**src/rtl/mitm_bus_pkg.sv**
```systemverilog
// rtl/mitm_bus_pkg.sv - shared state encoding and defaults for the MITM bus controller
//
// Contents:
//   bus_state_t          FSM encoding: IDLE, READY, SHIFT, PASS
//   DEF_BUF_SIZE         default chunk buffer width, also used by the MITM logic
//   DEF_TIMEOUT_CYCLES   default chunk abort timeout
//   chunk_size_width()   width of a chunk-length field able to hold 0..buf_size
package mitm_bus_pkg;

    localparam int DEF_BUF_SIZE       = 9;
    localparam int DEF_TIMEOUT_CYCLES = 4096;

    typedef enum logic [1:0] {
        ST_IDLE,
        ST_READY,
        ST_SHIFT,
        ST_PASS
    } bus_state_t;

    function automatic int chunk_size_width(input int buf_size);
        return $clog2(buf_size + 1);
    endfunction

endpackage

```
**src/rtl/bus_sync_edge.sv**
```systemverilog
// rtl/bus_sync_edge.sv - two-flop synchronizer with rise/fall pulses
//
// Ports:
//   clk, rst_n   system clock, asynchronous active-low reset
//   din          asynchronous pin
//   sync         synchronized level (two flops after din)
//   rise, fall   one-cycle pulses on edges of sync
module bus_sync_edge
    import mitm_bus_pkg::*;
(
    input  logic clk,
    input  logic rst_n,
    input  logic din,
    output logic sync,
    output logic rise,
    output logic fall
);

    logic meta_q;
    logic sync_q;
    logic prev_q;

    always_ff @(posedge clk or negedge rst_n) begin
        if (!rst_n) begin
            meta_q <= 1'b0;
            sync_q <= 1'b0;
            prev_q <= 1'b0;
        end else begin
            meta_q <= din;
            sync_q <= meta_q;
            prev_q <= sync_q;
        end
    end

    assign sync = sync_q;
    assign rise = sync_q & ~prev_q;
    assign fall = ~sync_q & prev_q;

endmodule

```
**src/rtl/mitm_bus_ctrl.sv**
```systemverilog
// rtl/mitm_bus_ctrl.sv - bus-side chunk capture / fake-bit injection for a Microwire/SPI link
//
// Optional feature macro: CHUNK_TIMEOUT_EN (abort a stalled chunk after TIMEOUT_CYCLES).
//
// Ports:
//   sys_clk, rst_n                     clock, asynchronous active-low reset
//   m_sclk, m_cs, m_mosi               pins from the real master (CS active-high)
//   s_miso                             pin from the real slave
//   s_sclk, s_cs, s_mosi               pins to the slave
//   m_miso                             pin to the master
//   comm_active                        transaction in progress (synchronized CS)
//   bus_ready                          idle, a command is accepted in READY
//   cmd_next_chunk, cmd_finish         one-cycle command pulses
//   next_chunk_size                    chunk length in bits (clamped to BUF_SIZE)
//   fake_miso_select/fake_mosi_select  substitute that direction during the chunk
//   fake_miso_data/fake_mosi_data      right-aligned fake bits, MSB first
//   real_miso_data/real_mosi_data      captured bits, right-aligned
module mitm_bus_ctrl
    import mitm_bus_pkg::*;
#(
    parameter int BUF_SIZE       = DEF_BUF_SIZE,
    parameter int TIMEOUT_CYCLES = DEF_TIMEOUT_CYCLES,
    localparam int CSW           = chunk_size_width(BUF_SIZE)
) (
    input  logic                sys_clk,
    input  logic                rst_n,
    input  logic                m_sclk,
    input  logic                m_cs,
    input  logic                m_mosi,
    input  logic                s_miso,
    output logic                s_sclk,
    output logic                s_cs,
    output logic                s_mosi,
    output logic                m_miso,
    output logic                comm_active,
    output logic                bus_ready,
    input  logic                cmd_next_chunk,
    input  logic                cmd_finish,
    input  logic [CSW-1:0]      next_chunk_size,
    input  logic                fake_miso_select,
    input  logic                fake_mosi_select,
    input  logic [BUF_SIZE-1:0] fake_miso_data,
    input  logic [BUF_SIZE-1:0] fake_mosi_data,
    output logic [BUF_SIZE-1:0] real_miso_data,
    output logic [BUF_SIZE-1:0] real_mosi_data
);

    logic sclk_sync, sclk_rise, sclk_fall;
    logic cs_sync, cs_rise, cs_fall;
    logic mosi_sync, mosi_rise, mosi_fall;
    logic miso_sync, miso_rise, miso_fall;

    bus_sync_edge u_sync_sclk (.clk(sys_clk), .rst_n(rst_n), .din(m_sclk),
                               .sync(sclk_sync), .rise(sclk_rise), .fall(sclk_fall));
    bus_sync_edge u_sync_cs   (.clk(sys_clk), .rst_n(rst_n), .din(m_cs),
                               .sync(cs_sync), .rise(cs_rise), .fall(cs_fall));
    bus_sync_edge u_sync_mosi (.clk(sys_clk), .rst_n(rst_n), .din(m_mosi),
                               .sync(mosi_sync), .rise(mosi_rise), .fall(mosi_fall));
    bus_sync_edge u_sync_miso (.clk(sys_clk), .rst_n(rst_n), .din(s_miso),
                               .sync(miso_sync), .rise(miso_rise), .fall(miso_fall));

    // Only the synchronized levels and the SCLK rise drive the datapath.
    logic unused_edges;
    assign unused_edges = ^{sclk_fall, cs_rise, cs_fall, mosi_rise, mosi_fall, miso_rise, miso_fall};

    bus_state_t          state, state_nxt;
    logic [CSW-1:0]      size_q, size_nxt, size_clamped;
    logic [CSW-1:0]      cnt_q, cnt_nxt, bit_idx;
    logic                mosi_sel_q, mosi_sel_nxt, miso_sel_q, miso_sel_nxt;
    logic [BUF_SIZE-1:0] fake_mosi_q, fake_mosi_nxt, fake_miso_q, fake_miso_nxt;
    logic [BUF_SIZE-1:0] real_mosi_q, real_mosi_nxt, real_miso_q, real_miso_nxt;
    logic                s_mosi_nxt, m_miso_nxt;
    logic                timeout_hit;

`ifdef CHUNK_TIMEOUT_EN
    localparam int TW = $clog2(TIMEOUT_CYCLES + 1);
    logic [TW-1:0] idle_cnt;

    // Cycles since the last SCLK rise (or since entering SHIFT).
    always_ff @(posedge sys_clk or negedge rst_n) begin
        if (!rst_n) begin
            idle_cnt <= '0;
        end else if (state != ST_SHIFT || sclk_rise) begin
            idle_cnt <= '0;
        end else begin
            idle_cnt <= idle_cnt + TW'(1);
        end
    end

    assign timeout_hit = (idle_cnt == TW'(TIMEOUT_CYCLES - 1));
`else
    localparam int unused_timeout_cycles = TIMEOUT_CYCLES;
    assign timeout_hit = 1'b0;
`endif

    always_comb begin
        state_nxt     = state;
        size_nxt      = size_q;
        cnt_nxt       = cnt_q;
        mosi_sel_nxt  = mosi_sel_q;
        miso_sel_nxt  = miso_sel_q;
        fake_mosi_nxt = fake_mosi_q;
        fake_miso_nxt = fake_miso_q;
        real_mosi_nxt = real_mosi_q;
        real_miso_nxt = real_miso_q;
        size_clamped  = (next_chunk_size > CSW'(BUF_SIZE)) ? CSW'(BUF_SIZE) : next_chunk_size;

        unique case (state)
            ST_IDLE: begin
                if (cs_sync) state_nxt = ST_READY;
            end
            ST_READY: begin
                if (cmd_finish) begin
                    state_nxt = ST_PASS;
                end else if (cmd_next_chunk) begin
                    size_nxt      = size_clamped;
                    cnt_nxt       = '0;
                    mosi_sel_nxt  = fake_mosi_select;
                    miso_sel_nxt  = fake_miso_select;
                    fake_mosi_nxt = fake_mosi_data;
                    fake_miso_nxt = fake_miso_data;
                    real_mosi_nxt = '0;
                    real_miso_nxt = '0;
                    if (size_clamped != '0) state_nxt = ST_SHIFT;
                end
            end
            ST_SHIFT: begin
                if (sclk_rise) begin
                    real_mosi_nxt = {real_mosi_q[BUF_SIZE-2:0], mosi_sync};
                    real_miso_nxt = {real_miso_q[BUF_SIZE-2:0], miso_sync};
                    cnt_nxt       = cnt_q + CSW'(1);
                    if (cnt_q + CSW'(1) == size_q) state_nxt = ST_READY;
                end else if (timeout_hit) begin
                    state_nxt = ST_READY;
                end
            end
            ST_PASS: begin
            end
            default: state_nxt = ST_IDLE;
        endcase

        // CS drop ends the transaction from any state; captured bits are kept.
        if (!cs_sync && state != ST_IDLE) begin
            state_nxt    = ST_IDLE;
            mosi_sel_nxt = 1'b0;
            miso_sel_nxt = 1'b0;
        end

        // Output bits are chosen from next-state values so the first fake bit
        // appears right after the command and each following one right after a rise.
        bit_idx    = size_nxt - CSW'(1) - cnt_nxt;
        s_mosi_nxt = (state_nxt == ST_SHIFT && mosi_sel_nxt) ? fake_mosi_nxt[bit_idx] : mosi_sync;
        m_miso_nxt = (state_nxt == ST_SHIFT && miso_sel_nxt) ? fake_miso_nxt[bit_idx] : miso_sync;
    end

    always_ff @(posedge sys_clk or negedge rst_n) begin
        if (!rst_n) begin
            state       <= ST_IDLE;
            size_q      <= '0;
            cnt_q       <= '0;
            mosi_sel_q  <= 1'b0;
            miso_sel_q  <= 1'b0;
            fake_mosi_q <= '0;
            fake_miso_q <= '0;
            real_mosi_q <= '0;
            real_miso_q <= '0;
            s_sclk      <= 1'b0;
            s_cs        <= 1'b0;
            s_mosi      <= 1'b0;
            m_miso      <= 1'b0;
        end else begin
            state       <= state_nxt;
            size_q      <= size_nxt;
            cnt_q       <= cnt_nxt;
            mosi_sel_q  <= mosi_sel_nxt;
            miso_sel_q  <= miso_sel_nxt;
            fake_mosi_q <= fake_mosi_nxt;
            fake_miso_q <= fake_miso_nxt;
            real_mosi_q <= real_mosi_nxt;
            real_miso_q <= real_miso_nxt;
            // One register stage after the synchronizer gives every pin the same latency.
            s_sclk      <= sclk_sync;
            s_cs        <= cs_sync;
            s_mosi      <= s_mosi_nxt;
            m_miso      <= m_miso_nxt;
        end
    end

    assign comm_active    = (state != ST_IDLE);
    assign bus_ready      = (state == ST_IDLE) || (state == ST_READY);
    assign real_mosi_data = real_mosi_q;
    assign real_miso_data = real_miso_q;

endmodule

```
**config.mk**
```make
export PLATFORM = sky130hd
export DESIGN_NAME = mitm_bus_ctrl
export DESIGN_NICKNAME = d
export VERILOG_FILES = /design/src/rtl/mitm_bus_pkg.sv /design/src/rtl/bus_sync_edge.sv /design/src/rtl/mitm_bus_ctrl.sv
export SDC_FILE = /design/constraint.sdc
export NUM_CORES = 1
export LEC_CHECK = 0
export CAP_MARGIN = 30
export CORE_UTILIZATION = 54
export DETAILED_ROUTE_END_ITERATION = 7
export HOLD_SLACK_MARGIN = 0.15
export PLACE_DENSITY = 0.83
export SLEW_MARGIN = 20
export SYNTH_ARGS = -nofsm -noshare
export SYNTH_HDL_FRONTEND = slang
export SYNTH_SLANG_ARGS = --single-unit
```
**constraint.sdc**
```tcl
create_clock -name sys_clk -period 9.2 [get_ports sys_clk]
set_clock_uncertainty 0.1 [all_clocks]
set_input_delay 1.38 -clock sys_clk [delete_from_list [all_inputs] [get_ports sys_clk]]
set_output_delay 1.38 -clock sys_clk [all_outputs]
set_load 0.01 [all_outputs]
```
==> run_results.csv <==
group,metric,value,unit
timing,tns,0,ns
clock_tree,hold_buffers,0,
power,pwr-share-seq,35.4,%
power,p_total,1.04,mW
worst_setup_path,crit_chain,"clkdlybuf4s50_1, nand3b_1, nand2_1, nand2_1, fa_1, xor2_1, nor2_1, a22oi_1, nand3_1, mux2_2, mux2_2",
clock_tree,post-cts-setup-buffers,0,
clock_tree,clk_pin_slew,0.07,ns
place,placed_area,3500,sq um
worst_setup_path,startpoint,"cmd_finish",
power,switching_share,35.5,%
power,p_int,0.673,mW
clock_tree,cts_buffers,9,
global_route,gr-total-overflow,0,
global_route,antenna_found_initial,0,
clock_tree,cts.sinks,60,
timing,min_period,4.61,ns
worst_setup_path,cp.required,9.32,ns
route,drc_errors,0,
worst_setup_path,worstReg2RegStart,"state[0]",
timing,rsz0062_at_grt,"no",
power,p_switching,0.370,mW
worst_setup_path,crit_arrival,4.74,ns
power,powerDensity,281,nW/um^2
worst_setup_path,cp.buffers_inverters,1,
worst_setup_path,critPathTopFamily,"simple AND/OR/NAND/NOR gates",
power,p_leak,1.67,nW
worst_setup_path,cp_max_fo,23,
clock_tree,root_buffer,"clkbuf_8",
synthesis,synth.distinct_cells,38,
clock_tree,clock_path_buffers,2,
floorplan,dieArea,5680,sq um
synthesis,synth_flop_cell,"dfrtp_1",
synthesis,syn_area,2910,sq um
place,gp_congestion,0.935,
synthesis,synth_area_per_cell,9.75,sq um
timing,worstMarginPinSlew,0.897,ns
synthesis,syn_nets,339,
synthesis,postSynthCellCount,298,
cells_and_area,fin_nets,396,
floorplan,dieHeight,75.4,microns
timing,setup_viol,0,
timing,layout_setup_ws,4.59,ns
timing,hold_violations,0,
timing,drv_slew,0,
floorplan,core-area,5140,sq um
clock_tree,cts_tree,"done",
cells_and_area,insertedDiodeCount,0,
synthesis,ys_seq_area_share,51.7,%
floorplan,start_util,56.5,%
synthesis,synth-async-reset-ratio,100,%
power,power_frac_clock,22.8,%
route,dr.pass1.iters,4,
cells_and_area,most-common-layout-cells,"nand2_1 (105), dfrtp_1 (60), clkdlybuf4s50_1 (54)",
route,routed-via-count,2270,
cells_and_area,drive_above_1_share,9.47,%
worst_setup_path,end_kind,"register",
route,wirelength,6090,microns
floorplan,rows,26,
route,drtIter0Drc,109,
route,wl_per_cell,14.2,microns
synthesis,synth_seq_cells,60,
worst_hold_path,hp-start,"u_sync_mosi.meta_q",
power,power_frac_comb,41.7,%
global_route,grt_usage,24.8,%
worst_setup_path,critPathKind,"input port to register",
worst_setup_path,slowest_stage,"nand3b_1",
cells_and_area,final_common_cell,"nand2_1",
timing,relSlewSlack,40.0,%
synthesis,yosys_warnings,0,
cells_and_area,design_area,3710,sq um
floorplan,pin_count,56,
power,irDropWorstVdd,0.176,mV
synthesis,synth-edff-count,0,
cells_and_area,syn_to_final_growth,27.8,%
run,drv_cap,0,
clock_tree,clock_latency,0.34,ns
cells_and_area,post-route-util,72.2,%
global_route,grt_pass1_wl,10100,microns
global_route,grt_max_degree,61,
place,portBuffers,55,
route,vias_per_cell,5.29,
worst_setup_path,critPathLaunchType,"input port",
route,ant_nets,0,
cells_and_area,fillerInstances,395,
timing,finalCritPeriodShare,50.1,%
timing,clock.fmax,217,MHz
place,pre_cts_ws,4.31,ns
place,hpwl,4250,microns
clock_tree,cts-resized-gates,0,
worst_setup_path,slowest_delay,0.72,ns
clock_tree,ctsHtreeMaxLevel,3,
global_route,grt_pass1_vias,2224,
floorplan,die_width,75.4,microns
run_status,outcome,"completed",
worst_hold_path,min_path_type,"register to register",
## per-layer routing
layer	GRT usage [%]	vias up	share of wire (%)
li1	-	1117	-
met1	32.1	1100	45
met2	39.9	41	50
met3	7.54	12	3.7
met4	9.26	0	1.8
met5	0	-	0
## worst paths after layout
path,end,slack [ns],cells past startpoint
worst max-delay path,m_miso,4.59,11
worst min-delay path,u_sync_mosi.sync,0.25,0
worst max register to register,m_miso,5.13,14
worst min register to register,u_sync_mosi.sync,0.25,0
max in group asynchronous,cnt_q[3],7.43,2
min in group asynchronous,fake_miso_q[3],1.07,2
## sequential cells by signal, indices dropped and copies added, names as in the netlist, 2 cells and up
signal / cells
fake_miso_q: 9
real_mosi_data: 9
cnt_q: 4
size_q: 4
state: 2
real_miso_data: 9
fake_mosi_q: 9
## area by class of cell
cell class	instances	area [sq um]	share of cell area, %
Clock buffer	11	151	4.08
Clock inverter	4	48.8	1.31
Inverter	10	37.5	1.01
Multi-Input combinational cell	215	1300	35.1
Sequential cell	60	1500	40.4
Tap cell	70	87.6	2.36
Timing Repair Buffer	59	584	15.7
## stage by stage
| step | instances | hold WS, ns |
|---|---|---|
| floorplan | 298 | 0.231 |
| global placement | 412 | 0.232 |
| detailed placement | 413 | 0.241 |
| CTS | 428 | 0.258 |
| global route | 429 | 0.258 |
| finish | 429 | 0.254 |
## worst register-to-register path, cell delays in order, from the launching register on
cell	delay, ns
dfrtp_1	0.45
inv_1	0.13
ha_1	0.74
nand2_1	0.19
nand2b_1	0.18
nand2_1	0.07
o21a_1	0.12
ha_1	0.23
fa_1	0.43
xor2_1	0.37
nor2_1	0.13
a22oi_1	0.20
nand3_1	0.10
mux2_2	0.26
mux2_2	0.26
## synthesized netlist by cell type (3+ instances only)
cell        n  area [sq um]
a22oi_1     3          22.5
nand3_1     8          40.0
mux4_2      8           180
a21oi_1     7          35.0
clkbuf_1    9          33.8
nand3b_1    3          22.5
nor4b_1     3          26.3
o21ai_0    25           125
dfrtp_1    60          1500
mux2_2      5          56.3
ha_1        8           100
nand2_1   105           394
xnor2_1     8          70.1
inv_1      10          37.5
nor2_1      6          22.5
## power groups by stage
stage / combinational (mW) / sequential, mW / clock [mW]
2_1_floorplan: 0.313 / 0.365 / 0
4_1_cts: 0.432 / 0.369 / 0.244
6_report: 0.435 / 0.370 / 0.238
5_1_grt: 0.484 / 0.377 / 0.253
3_3_place_gp: 0.407 / 0.368 / 0
3_5_place_dp: 0.425 / 0.373 / 0
## logic make-up after synthesis
kind of cell               synth area share (%)
AOI/OAI and AO/OA                          9.78
xor gates and xnor gates                   2.71
adders and majority gates                  4.13
buffers and inverters                      3.66
DFF                                        51.7
muxes                                      8.14
and+or+nand+nor                            19.9
Power figures use the tool's default switching activity.
==> variant (same settings) <==
`DEF_BUF_SIZE`: 9 -> 8.
--- a/src/rtl/mitm_bus_pkg.sv
+++ b/src/rtl/mitm_bus_pkg.sv
@@ -7,7 +7,7 @@
 //   chunk_size_width()   width of a chunk-length field able to hold 0..buf_size
 package mitm_bus_pkg;
 
-    localparam int DEF_BUF_SIZE       = 9;
+    localparam int DEF_BUF_SIZE       = 8;
     localparam int DEF_TIMEOUT_CYCLES = 4096;
 
     typedef enum logic [1:0] {
Interface: changed (resized fake_miso_data, fake_mosi_data, real_miso_data and real_mosi_data); port bits go from 56 to 52. No check against the original RTL was run, so the function may have changed too.
==> variant against the original RTL <==
Area after synthesis fell by 9.6%; worst setup slack improved by 0.089 ns; critical endpoint is now s_mosi$_DFF_PN0_; total power down 15%; sequential cell count fell by 4; combinational power shrank 8.3%; synthesized cell count shrank 14%; cell area fell by 11%; largest power group unchanged; highest routed layer unchanged; wire length is 15% lower.
==> variant: results (changes against the original RTL) <==
* Flop-to-flop setup slack at 5.35 ns (+0.22 ns)
* Reg2reg path depth at 15 (+1)
* Reg-to-reg endpoint: s_mosi$_DFF_PN0_
* Synthesized instance count at 255 (-14%)
* Top-area cell type share of the netlist area at 53.3% (+1.7 points)
* Largest net degree at the start of global routing at 57 (-6.6%)
* CP Data Arrival Time at 4.62 ns (-0.12 ns)
* First-pass GRT wire length at 8.67 mm (-15%)
* Critical R2R Launch: state[0]$_DFF_PN0_
* Mux contribution to synthesized area at 9.19% (+1.1 points)
* CTS H-tree depth at 2 (-1)
* Status: complete, no violations
* Metal-1 WL at 2.45 mm (-9.6%)
* P_comb at 0.399 mW (-8.3%)
* Maximum VDD drop at 172 uV (-2.5%)
* P_leak at 1.45 nW (-13%)
* Synth Area in Adders at 3.62% (-0.52 points)
* Vias in the first global route at 1,786 (-20%)
* DP HPWL at 3.67 mm (-14%)
* Final Power at 0.892 mW (-15%)
* Number of buffers created by CTS at 5 (-4)
* Crit path max fanout at 7 (-70%)
* Syn nets at 292 (-14%)
* Worst-Skew Late Latency at 0.30 ns (-0.04 ns)
* Placed cell areas at 3160 um^2 (-9.8%)
* Vias/cell at 5.41 (+2.2%)
* Global-route met1 utilization at 32.6% (+0.53 points)
* Share of cells above drive strength 1 at 10.5% (+0.99 points)
* Total Routing Usage GR at 22.1% (-2.7 points)
* Synth cell types at 37 (-2.6%)
* GR met2 Demand/Resource at 34.1% (-5.8 points)
* Synth Area in XOR/XNOR at 3.24% (+0.52 points)
* Worst slack at placement at 4.45 ns (+0.141 ns)
* Least-Margin Pin Slew at 0.860 ns (-0.0367 ns)
* Layout Nets at 342 (-14%)
* Post-synthesis compound-gate area fraction at 10.9% (+1.1 points)
* Post-Route WL at 5.18 mm (-15%)
* Clock share of power at 17.4% (-5.4 points)
* # port buffers at 51 (-7.3%)
* Routability Congestion at 0.925 (-1.1%)
* Placed cells at 351 (-15%)
* Final instance area at 3290 um^2 (-11%)
* Min Hold Slack at 0.257 ns (+0.00249 ns)
* Hold Path Origin: u_sync_miso.meta_q$_DFF_PN0_
* Tcrit/Tclk final at 49.2% (-0.97 points)
* Filler cells at 352 (-11%)
* Hold Path Sink: u_sync_miso.sync$_DFF_PN0_
* Sequential area share after synthesis at 53.3% (+1.7 points)
* WL met3 at 177 um (-21%)
* Met2 Wirelength at 2.49 mm (-18%)
* Grt met3 use at 3.52% (-4.0 points)
* Top cells by instance count after synthesis: nand2_1 (67), dfrtp_1 (56), o21ai_0 (23)
* Initial DRC count at 108 (-0.92%)
[variant: cell types whose count changed after synthesis, moves of 4 or more]
cell / unedited run / this run
nand2_1: 105 / 67
inv_1: 10 / 14
o22ai_1: 0 / 5
nand3_1: 8 / 2
nand2b_1: 2 / 6
mux4_2: 8 / 1
xnor2_1: 8 / 4
mux2_2: 5 / 14
dfrtp_1: 60 / 56
[variant: worst max-delay path: stages]
cell             delay [ns]
clkdlybuf4s50_1        0.52
and2b_1                0.20
o21ai_0                0.43
o21ai_0                0.17
o31a_1                 0.14
ha_1                   0.20
inv_1                  0.06
fa_1                   0.50
inv_1                  0.16
mux4_2                 0.30
nand2_1                0.08
o31a_1                 0.13
mux2i_1                0.07
mux2_4                 0.26
[variant: final cells by class]
cell class                 count  share of cell area [%]
inverter                      14                    1.60
clock inverter                 2                    1.07
tap                           54                    2.06
sequential                    56                    42.7
multi-input combinational    175                    34.3
timing repair buffer          53                    16.1
clock buffer                   6                    2.21
